[config.mk]
export PLATFORM = sky130hd
export DESIGN_NAME = muldiv_alu_sequencer
export DESIGN_NICKNAME = d
export VERILOG_FILES = /design/src/rtl/muldiv_pkg.sv /design/src/rtl/muldiv_alu_sequencer.sv
export SDC_FILE = /design/constraint.sdc
export NUM_CORES = 1
export LEC_CHECK = 0
export ABC_AREA = 1
export BUFFER_PORTS_ARGS = -buffer_cell sky130_fd_sc_hd__buf_2
export CAP_MARGIN = 20
export CORE_MARGIN = 2
export CORE_UTILIZATION = 50
export DETAILED_ROUTE_END_ITERATION = 12
export GPL_ROUTABILITY_DRIVEN = 0
export PLACE_DENSITY = 0.71
export SKIP_LAST_GASP = 1
export SYNTH_ARGS = -nofsm -noshare
export SYNTH_HDL_FRONTEND = slang
export SYNTH_SLANG_ARGS = --single-unit
[constraint.sdc]
create_clock -name clk -period 5 [get_ports clk]
set_input_delay 1 -clock clk [delete_from_list [all_inputs] [get_ports clk]]
set_output_delay 1 -clock clk [all_outputs]
set_load 0.02 [all_outputs]
[src/rtl/muldiv_pkg.sv]
// muldiv_pkg: shared definitions for the multi-cycle MUL/DIVU/REMU sequencer.
//   - request op encodings (md_op_e)
//   - ALU control encodings of the shared 32-bit combinational ALU
//   - sequencer state enum (state_e)
package muldiv_pkg;

  typedef enum logic [1:0] {
    MD_MUL  = 2'b00,
    MD_DIVU = 2'b01,
    MD_REMU = 2'b10,
    MD_RSVD = 2'b11
  } md_op_e;

  localparam logic [2:0] ALU_ADD  = 3'b000;
  localparam logic [2:0] ALU_SUB  = 3'b001;
  localparam logic [2:0] ALU_AND  = 3'b010;
  localparam logic [2:0] ALU_OR   = 3'b011;
  localparam logic [2:0] ALU_SLTU = 3'b101;

  typedef enum logic [2:0] {
    S_IDLE,
    S_MUL_STEP,
    S_DIV_CMP,
    S_DIV_SUB,
    S_DONE
  } state_e;

endpackage

[src/rtl/muldiv_alu_sequencer.sv]
// muldiv_alu_sequencer: computes MUL (low 32 bits), DIVU and REMU by driving
// the shared combinational ALU one step per clock.
//   clk, rst            rising-edge clock, synchronous active-high reset
//   req_valid/req_ready request handshake (ready only in IDLE)
//   req_op/req_a/req_b  op (00 MUL, 01 DIVU, 10 REMU, 11 reserved) and operands
//   resp_valid/ready    response handshake; resp_result held stable in DONE
//   alu_own             high while this block drives the ALU (MUL_STEP/DIV_*)
//   alu_ctrl/a/b        ALU control and operands (ADD/0/0 when not owned)
//   alu_result          combinational ALU result
// Optional: `define MULDIV_EARLY_EXIT_EN ends MUL once no multiplier bits
// above the current step remain set (same result, shorter latency).
module muldiv_alu_sequencer
  import muldiv_pkg::*;
#(
  parameter int XLEN = 32
) (
  input  logic            clk,
  input  logic            rst,
  input  logic            req_valid,
  output logic            req_ready,
  input  logic [1:0]      req_op,
  input  logic [XLEN-1:0] req_a,
  input  logic [XLEN-1:0] req_b,
  output logic            resp_valid,
  input  logic            resp_ready,
  output logic [XLEN-1:0] resp_result,
  output logic            alu_own,
  output logic [2:0]      alu_ctrl,
  output logic [XLEN-1:0] alu_a,
  output logic [XLEN-1:0] alu_b,
  input  logic [XLEN-1:0] alu_result
);

  state_e          state, state_n;
  md_op_e          op_q, op_n;
  logic [XLEN-1:0] mcand, mcand_n;   // multiplicand
  logic [XLEN-1:0] mplier, mplier_n; // multiplier, or divisor
  logic [XLEN-1:0] acc, acc_n;
  logic [XLEN-1:0] quot, quot_n;
  logic [XLEN-1:0] rem, rem_n;
  logic [XLEN-1:0] shreg, shreg_n;   // shifted remainder held for DIV_SUB
  logic [XLEN-1:0] result, result_n;
  logic [4:0]      cnt, cnt_n;

  logic [XLEN-1:0] shifted;
  logic            carry;
  logic [XLEN-1:0] acc_step;
  logic            mul_last;
  logic            cnt_last;

  assign shifted  = {rem[XLEN-2:0], quot[XLEN-1]};
  assign carry    = rem[XLEN-1];
  assign cnt_last = (cnt == 5'd31);

  always_comb begin
    acc_step = mplier[cnt] ? alu_result : acc;
`ifdef MULDIV_EARLY_EXIT_EN
    mul_last = cnt_last || (((mplier >> cnt) >> 1) == '0);
`else
    mul_last = cnt_last;
`endif
  end

  always_ff @(posedge clk) begin
    if (rst) begin
      state  <= S_IDLE;
      op_q   <= MD_MUL;
      mcand  <= '0;
      mplier <= '0;
      acc    <= '0;
      quot   <= '0;
      rem    <= '0;
      shreg  <= '0;
      result <= '0;
      cnt    <= '0;
    end else begin
      state  <= state_n;
      op_q   <= op_n;
      mcand  <= mcand_n;
      mplier <= mplier_n;
      acc    <= acc_n;
      quot   <= quot_n;
      rem    <= rem_n;
      shreg  <= shreg_n;
      result <= result_n;
      cnt    <= cnt_n;
    end
  end

  always_comb begin
    state_n  = state;
    op_n     = op_q;
    mcand_n  = mcand;
    mplier_n = mplier;
    acc_n    = acc;
    quot_n   = quot;
    rem_n    = rem;
    shreg_n  = shreg;
    result_n = result;
    cnt_n    = cnt;
    alu_own  = 1'b0;
    alu_ctrl = ALU_ADD;
    alu_a    = '0;
    alu_b    = '0;

    case (state)
      S_IDLE: begin
        if (req_valid) begin
          op_n     = md_op_e'(req_op);
          mcand_n  = req_a;
          mplier_n = req_b;
          cnt_n    = '0;
          case (md_op_e'(req_op))
            MD_MUL: begin
              acc_n   = '0;
              state_n = S_MUL_STEP;
            end
            MD_DIVU, MD_REMU: begin
              if (req_b != '0) begin
                quot_n  = req_a;
                rem_n   = '0;
                state_n = S_DIV_CMP;
              end else begin
                result_n = (md_op_e'(req_op) == MD_DIVU) ? '1 : req_a;
                state_n  = S_DONE;
              end
            end
            default: begin
              result_n = '0;
              state_n  = S_DONE;
            end
          endcase
        end
      end

      S_MUL_STEP: begin
        alu_own = 1'b1;
        alu_a   = acc;
        alu_b   = mcand << cnt;
        acc_n   = acc_step;
        cnt_n   = cnt + 5'd1;
        if (mul_last) begin
          result_n = acc_step;
          state_n  = S_DONE;
        end
      end

      // A set carry means the shifted remainder is >= divisor, so the
      // compare is skipped and the wrapped subtract in DIV_SUB is exact.
      S_DIV_CMP: begin
        alu_own = 1'b1;
        quot_n  = quot << 1;
        shreg_n = shifted;
        if (carry) begin
          state_n = S_DIV_SUB;
        end else begin
          alu_ctrl = ALU_SLTU;
          alu_a    = shifted;
          alu_b    = mplier;
          if (alu_result[0]) begin
            rem_n = shifted;
            cnt_n = cnt + 5'd1;
            if (cnt_last) begin
              result_n = (op_q == MD_DIVU) ? (quot << 1) : shifted;
              state_n  = S_DONE;
            end
          end else begin
            state_n = S_DIV_SUB;
          end
        end
      end

      S_DIV_SUB: begin
        alu_own   = 1'b1;
        alu_ctrl  = ALU_SUB;
        alu_a     = shreg;
        alu_b     = mplier;
        rem_n     = alu_result;
        quot_n[0] = 1'b1;
        cnt_n     = cnt + 5'd1;
        if (cnt_last) begin
          result_n = (op_q == MD_DIVU) ? {quot[XLEN-1:1], 1'b1} : alu_result;
          state_n  = S_DONE;
        end else begin
          state_n = S_DIV_CMP;
        end
      end

      S_DONE: begin
        if (resp_ready) state_n = S_IDLE;
      end

      default: state_n = S_IDLE;
    endcase
  end

  assign req_ready   = (state == S_IDLE);
  assign resp_valid  = (state == S_DONE);
  assign resp_result = result;

endmodule

======== Word level (Yosys, flattened, before mapping) ========
Index checks and enable logic that the tools add are counted.
storage, ports and cells
  logic and storage cells ................. 103
  register bits ........................... 234
  bits of input ports ..................... 102
  output and inout port bits .............. 102
operators by class
  add/subtract/negate cells ............... 1
  equality and inequality tests ........... 20
  shift operators ......................... 1
  multiplexer cells ....................... 49
  $lt $le $gt $ge ......................... 1
  reductions and logical operators ........ 19
operator list
  operator                                                                      count
  32-bit 2-to-1 mux                                                             23
  32-bit one-hot mux with 3 select lines                                        3
  32-bit one-hot mux with 2 select lines                                        2
  32-bit one-hot mux with 4 select lines                                        1
  31-bit one-hot mux with 2 select lines                                        1
  32-bit nonzero test                                                           1
  32-bit by 5-bit << shifter with 32-bit output                                 1
  3-bit 2-to-1 mux                                                              8
  5-bit 2-to-1 mux                                                              3
  3-bit one-hot mux with 5 select lines                                         1
  5-bit one-hot mux with 3 select lines                                         1
  2-bit inequality test, second input constant                                  7
  3-bit one-hot mux with 2 select lines                                         2
  4-bit AND reduction                                                           3
  9-bit AND reduction                                                           1
  2-bit by 1-bit inequality test with 1-bit output, second input constant       4
  3-bit by 2-bit equality test with 1-bit output, second input constant         2
  5-bit by 6-bit less-than comparator with 1-bit output, second input constant  1
  6-bit AND reduction                                                           1
  3-bit nonzero test                                                            2
  5-bit by 1-bit adder with 5-bit output, second input constant                 1
  1-bit binary-select mux with 5-bit select                                     1
  5-bit equality test, second input constant                                    1
  2-bit by 1-bit equality test with 1-bit output, second input constant         2
  other kinds (14)                                                              18

======== Longest topological paths before layout ========
Gate-level depths: netlist (run 1).
  word-level depth ........................ 6
  mapped depth ............................ 15
  mapped depth without buffers ............ 13

======== Worst setup path before layout (run 1) ========
No wires, ideal clock.
  path kind ............................... reg-to-output
  start ................................... register cnt[0]
  end ..................................... output port alu_b[18]
  arrival ................................. 1.842 ns
  stages on the path, launching flop included .. 11
  required time ........................... 4.000 ns
  path buffers ............................ 3
  setup slack ............................. 2.158 ns
  cell sequence ........................... dfxtp_1 > buf_4 > buf_4 > buf_4 > o21ai_0 > mux2i_1 > nand2_1 > o21ai_0 > nand2_1 > o21ai_0 > o21ai_0
on the way
  longest elaborated chain between the ends .. 2
ends and longest elaborated chain
  element                                        line                         RTL
  start: declaration                             muldiv_alu_sequencer.sv:43   logic [4:0] cnt, cnt_n;
  start signal: assignment                       muldiv_alu_sequencer.sv:86   cnt <= cnt_n;
  32-bit by 5-bit << shifter with 32-bit output  muldiv_alu_sequencer.sv:139  alu_b = mcand << cnt;
  32-bit one-hot mux with 3 select lines         muldiv_alu_sequencer.sv:106  case (state)
  end: declaration                               muldiv_alu_sequencer.sv:30   output logic [XLEN-1:0] alu_b,
No other way between the ends.

======== Final worst setup path (run 1) ========
  start ................................... register state[2]
  end ..................................... output port alu_b[24]
on the way
  longest elaborated chain between the ends .. 2
  elaborated cells on any way between the ends .. 4
  classes of those cells .................. 3 x eq/ne; 1 x mux
ends and longest elaborated chain
  element                                                                                                                  line                         RTL
  start: declaration                                                                                                       muldiv_alu_sequencer.sv:34   state_e state, state_n;
  start signal: assignment                                                                                                 muldiv_alu_sequencer.sv:77   state <= state_n;
  3-bit by 2-bit equality test with 1-bit output / 3-bit by 1-bit equality test with 1-bit output (equally long branches)  muldiv_alu_sequencer.sv:106
  32-bit one-hot mux with 3 select lines *                                                                                 muldiv_alu_sequencer.sv:106
Every way passes the cells marked *; elsewhere a longest branch is shown, timed or not.

==> results of run 1 <==
power groups by stage:
stage,clock [mW],sequential (mW),combinational [mW]
final,2.07,2.44,2.60
after global routing,2.17,2.48,2.86
after CTS,2.08,2.44,2.55
after detailed placement,0,2.47,2.53
after global placement,0,2.47,2.47
after floorplan,0,2.49,1.76
critical path, delay by kind of cell (launching register included):
kind | cells | cell delay [ns]
compound gates | 2 | 0.44
buf+inv | 3 | 0.74
flops | 1 | 0.43
simple gates | 3 | 0.87
path summary, 6_finish.rpt:
check             startpoint               to  slack (ns)  depth (start not counted)
hold / removal       rem[28]          rem[28]        0.46                          2
setup reg to reg      cnt[0]  resp_result[26]        1.72                         13
setup / recovery    state[2]        alu_b[24]        0.97                          8
hold reg to reg      rem[28]          rem[28]        0.46                          2
metal layers:
layer  vias to the layer above  wire length [um]
met5                         -                 0
met4                         0              1713
li1                       7288                 -
met1                      7142             19790
met2                       830             21130
met3                       134              4865
final cells by class:
| class | count | area [um2] | share of cell area (%) |
|---|---|---|---|
| multi-input cells | 1453 | 7191 | 46.44 |
| clock buffers | 38 | 797.0 | 5.147 |
| repair buffers | 230 | 1256 | 8.113 |
| clock inverters | 9 | 126.4 | 0.8162 |
| inverters | 266 | 998.5 | 6.448 |
| diodes | 1 | 2.502 | 0.01616 |
| well taps | 341 | 426.7 | 2.756 |
| flip-flops and latches | 234 | 4686 | 30.26 |
state kept, by name (all words and copies together) (netlist names):
register,flops
op_q,2
shreg,32
state,3
acc,32
cnt,5
mplier,32
rem,32
quot,32
mcand,32
resp_result,32
cells in the final DEF, fill, tap and decap left out, drive strengths merged:
cell	count
a211oi	3
a21oi	208
a221oi	1
a22o	1
a22oi	33
a31oi	1
and2	1
buf	230
bufinv	3
clkbuf	38
clkinv	5
clkinvlp	1
conb	1
dfxtp	234
diode	1
ha	5
inv	266
mux2i	9
nand2	431
nand3	147
nand4	36
nor2	154
nor3	3
o2111ai	1
o211ai	43
o21a	1
o21ai	288
o221ai	37
o22ai	43
or2	5
xor2	1
kinds of logic after synthesis:
group	after synthesis	share of synthesized area [%]
flops	234	34.44
xor+xnor	1	0.06441
buf+inv	435	12.95
fa+ha+maj	5	0.4600
other cells	1	0.02757
compound gates	660	27.30
simple gates	777	24.09
mux	9	0.6624
stage by stage:
stage / power (mW) / hold slack [ns] / area [um2]
global placement: 4.934 / 0.4400 / 14510
detailed placement: 5.005 / 0.4508 / 14560
CTS: 7.066 / 0.4593 / 15480
floorplan: 4.255 / 0.4297 / 13600
finish: 7.114 / 0.4635 / 15480
global route: 7.509 / 0.4730 / 15480
==> summary.txt, run 1 <==
Clocking
  – # hold bufs at CTS: 0
  – CTS tree: yes
  – Clk_lat worst skew: 0.54 ns
  – Post-CTS setup buffers: 0
  – Clock-pin slew on the worst setup and hold paths: 0.07 ns
  – PostCTS Resize Cnt: 0
  – Inserted Clock Buffers: 26
  – Sink Count: 234
  – Deepest clock path buffer count: 3
  – Clock root buffer master: clkbuf_16
  – H-Tree Level Count: 1

Cells and area
  – Final core utilization: 57.77%
  – Area growth from synthesis to layout: 13.85%
  – Fin cells: 2572
  – Fillers: 2575
  – Share of cells above drive strength 1: 14.13%
  – Nets: 2318

Floorplanning
  – Initial Utilization: 50.75%
  – Die width: 168.9 um
  – Core area: 26800 um2
  – Number of core rows: 60
  – Die Area: 28540 um2
  – Chip height: 168.9 um
  – Boundary pin count: 204

Timing
  – Post-Route Skew: 0.01389 ns
  – Final period util: 80.50%
  – Final Hold Fails: 0
  – # setup viols final: 0
  – Pins over their slew limit: 0
  – Setup_tns: 0 ns
  – Worst-Margin Slew: 1.043 ns
  – Slew headroom: 30.27%
  – Unrepaired setup endpoints after global routing: false
  – Final Worst Setup Slack: 0.9750 ns
  – Min Tclk post-route: 4.025 ns
  – Fmax: 0.2484 GHz

Worst hold path
  – Worst hold path type: reg -> reg

Detailed routing
  – Vias per cell: 5.985
  – Initial DRC Count: 1891
  – Vias: 15390
  – DRC: 0
  – Final wirelength: 47500 um
  – WL per Instance: 18.47 um
  – Drt pass-1 iters: 8
  – Antenna-violating nets left: 0

Setup path
  – Worst path arrival time: 3.03 ns
  – Critical path endpoint category: output port
  – Cells along the critical path: inv_2 > nand2_1 > nor2_4 > nor2_2 > inv_1 > a22oi_1 > o21ai_1 > buf_2
  – Critical path type: reg -> out
  – Max FO, Critical Path: 19
  – Slowest-stage cell, CP: nor2_2
  – Required @ worst endpoint: 4.00 ns
  – CP max stage delay: 0.66 ns
  – Crit path launch type: flip-flop

Synth
  – Async SR Flop Fraction: 0%
  – Synth top area cells: dfxtp_1 34%, nand2_1 12%, o21ai_0 9.5%
  – Top_reg_cell synth: dfxtp_1
  – Top-area cell type share of the netlist area: 34.44%
  – Post-Synthesis Cells: 2122
  – Post-synth EDFFs: 0
  – Cell with the most instances after synthesis: nand2_1
  – Yosys Warn Count: 0
  – Post-Syn Nets: 2229
  – Commonest cells in the netlist: 425 x nand2_1, 258 x o21ai_0, 253 x inv_1
  – Seq/Total Area, Yosys: 34.44%
  – Dominant cell type by area after synthesis: dfxtp_1
  – Synthesized cell area: 13600 um2
  – Mean Syn Cell Area: 6.409 um2
  – Yosys cell types: 42
  – Post-synthesis register bit count: 234

Global routing
  – Gr busiest metal: met2
  – Largest net degree at the start of global routing: 101
  – GRT met1 Usage: 43.56%
  – Vias in the first global route: 14040
  – Grt total ovfl: 0
  – Antenna violations before repair: 1
  – GR Layer Usage met2: 51.50%
  – Met3 usage: 5.588%
  – GR Util All Layers: 32.24%
  – First-pass GRT wire length: 74660 um

Power and ir drop
  – P_leak: 6.610 nW
  – Internal: 4.210 mW
  – NetSw: 2.904 mW
  – Power Density: 459.4 nW/um2
  – IR drop worst, VDD: 0.2573 mV
  – Switch share: 40.82%
  – Clk pwr share: 29.1%
  – Sequential group share of total power: 34.4%
  – Combinational Power Share: 36.6%

Job
  – Max cap viols: 0

Place
  – Placed insts: 2524
  – IO Port Bufs: 202
  – Setup WS pre-CTS: 1.467 ns
  – Hpwl dp: 31950 um

Outcome
  – Outcome: completed
Power figures use the tool's default switching activity.
==> run 2: changes to the inputs <==
Clock period 5 ns to 3.94 ns, I/O delays scaled along.
==> summary.txt, run 2 (synthesis gave the netlist of run 1 again) <==
Outcome
  – Outcome: completed (unchanged)

Setup path
  – Required @ worst endpoint: 3.15 ns (was 4.00 ns)
  – Worst path arrival time: 3.03 ns (about the same)
  – Crit path launch type: flip-flop (unchanged)
  – Critical path endpoint category: output port (unchanged)
  – Critical path type: reg -> out (unchanged)
  – Max FO, Critical Path: 101 (was 19)

Global routing
  – GR Util All Layers: 32.53% (was 32.24%)
  – Grt total ovfl: 0 (unchanged)
  – Antenna violations before repair: 1 (unchanged)
  – Vias in the first global route: 14060 (was 14040)
  – Largest net degree at the start of global routing: 102 (was 101)
  – First-pass GRT wire length: 75390 um (was 74660 um)

Timing
  – Fmax: 0.2616 GHz
  – Slew headroom: 29.24% (was 30.27%)
  – Min Tclk post-route: 3.823 ns
  – Unrepaired setup endpoints after global routing: false (unchanged)
  – # setup viols final: 0 (unchanged)
  – Final period util: 97.02%
  – Worst-Margin Slew: 1.061 ns (was 1.043 ns)
  – Post-Route Skew: 0.02033 ns (was 0.01389 ns)
  – Setup_tns: 0 ns (unchanged)
  – Pins over their slew limit: 0 (unchanged)
  – Final Hold Fails: 0 (unchanged)

Floorplanning
  – Die Area: 28540 um2 (unchanged)
  – Core area: 26800 um2 (unchanged)
  – Die width: 168.9 um (unchanged)
  – Initial Utilization: 50.75% (unchanged)
  – Boundary pin count: 204 (unchanged)
  – Chip height: 168.9 um (unchanged)
  – Number of core rows: 60 (unchanged)

Clocking
  – Clk_lat worst skew: 0.57 ns (was 0.54 ns)
  – Deepest clock path buffer count: 3 (unchanged)
  – Post-CTS setup buffers: 0 (unchanged)
  – # hold bufs at CTS: 0 (unchanged)
  – H-Tree Level Count: 1 (unchanged)
  – PostCTS Resize Cnt: 0 (unchanged)
  – Clock root buffer master: clkbuf_16 (unchanged)
  – Clock-pin slew on the worst setup and hold paths: 0.06 ns (was 0.07 ns)
  – CTS tree: yes (unchanged)
  – Inserted Clock Buffers: 27 (was 26)
  – Sink Count: 234 (unchanged)

Cells and area
  – Nets: 2324 (was 2318)
  – Fin area: 15520 um2 (was 15480 um2)
  – Commonest non-fill, non-tap cell in the layout: nand2_1 (unchanged)
  – Most frequent cells in the layout: 424 x nand2_1, 258 x o21ai_0, 252 x inv_1, 233 x dfxtp_1, 207 x a21oi_1 (unchanged)
  – Area growth from synthesis to layout: 14.09% (was 13.85%)
  – Fillers: 2647 (was 2575)
  – Share of cells above drive strength 1: 14.26% (was 14.13%)

Place
  – IO Port Bufs: 202 (unchanged)
  – Dpl cell area: 14580 um2 (was 14560 um2)
  – Hpwl dp: 31600 um (was 31950 um)

Power and ir drop
  – IR drop worst, VDD: 0.3178 mV (was 0.2573 mV)
  – P_leak: 6.630 nW (was 6.610 nW)
  – Power Density: 584.5 nW/um2 (was 459.4 nW/um2)

Detailed routing
  – Antenna-violating nets left: 0 (unchanged)
  – Drt pass-1 iters: 8 (unchanged)
  – DRC: 0 (unchanged)
  – Final wirelength: 48280 um (was 47500 um)
  – Initial DRC Count: 1850 (was 1891)
  – WL per Instance: 18.72 um (was 18.47 um)
  – Vias: 15370 (was 15390)
  – Vias per cell: 5.958 (was 5.985)

Worst hold path
  – Worst hold path type: reg -> reg (unchanged)

Job
  – Max cap viols: 0 (unchanged)
## run 2: cell count changes in the layout (fill, tap and decap cells not counted), sizes merged
cell,before,now
buf,230,235
clkinv,5,6
inv,266,267
## run 2: power breakdown
| part | switching (mW) | leakage [nW] | total (mW) | internal [mW] |
|---|---|---|---|---|
| clock | 1.06 | 0.446 | 2.60 | 1.54 |
| sequential | 0.290 | 1.92 | 3.09 | 2.80 |
| combinational | 2.41 | 4.26 | 3.38 | 0.975 |
| total | 3.76 | 6.63 | 9.07 | 5.31 |
## run 2: final timing paths
| kind | startpoint | end | slack [ns] | depth (start not counted) |
|---|---|---|---|---|
| setup / recovery | state[2] | alu_a[1] | 0.12 | 7 |
| hold / removal | shreg[30] | shreg[30] | 0.46 | 2 |
| setup reg to reg | state[2] | rem[23] | 0.55 | 9 |
| hold reg to reg | shreg[30] | shreg[30] | 0.46 | 2 |
## run 2: layout make-up
| cell class | count | area, um2 | share of cell area (%) |
|---|---|---|---|
| Inverter | 266 | 998.5 | 6.434 |
| Clock inverter | 11 | 147.6 | 0.9515 |
| Sequential cell | 234 | 4688 | 30.21 |
| Multi-Input combinational cell | 1453 | 7191 | 46.34 |
| Timing Repair Buffer | 235 | 1306 | 8.418 |
| Tap cell | 341 | 426.7 | 2.750 |
| Clock buffer | 38 | 757.0 | 4.878 |
| Antenna cell | 1 | 2.502 | 0.01613 |
## run 2: per-stage QoR
stage / power (mW) / hold WS, ns / std cells / worst slack, ns / util [%]
after floorplan: 5.400 / 0.4297 / 2122 / 1.310 / -
after global placement: 6.336 / 0.4418 / 2528 / 0.7801 / 54.38
after detailed placement: 6.395 / 0.4490 / 2528 / 0.6870 / 54.38
after CTS: 8.967 / 0.4588 / 2577 / 0.1728 / 57.76
after global routing: 9.544 / 0.4770 / 2578 / 0.01214 / 57.89
final: 9.070 / 0.4615 / 2579 / 0.1173 / 57.90
## run 2: critical path, stage by stage, from the launching register on
cell and delay (ns):
dfxtp_1 0.45, inv_2 0.12, nand2_2 0.11, buf_4 0.77, inv_2 0.33, nand2_1 0.19
o21ai_0 0.21, buf_2 0.24
## run 2: routing by layer
layer  up-vias  GRT usage [%]  part of all wire (%)
met5         -              0                     0
met4         0          11.58                   3.5
met3       140          4.863                   9.9
met2       868          53.24                    46
met1      7065          43.72                    41
li1       7293              -                     -
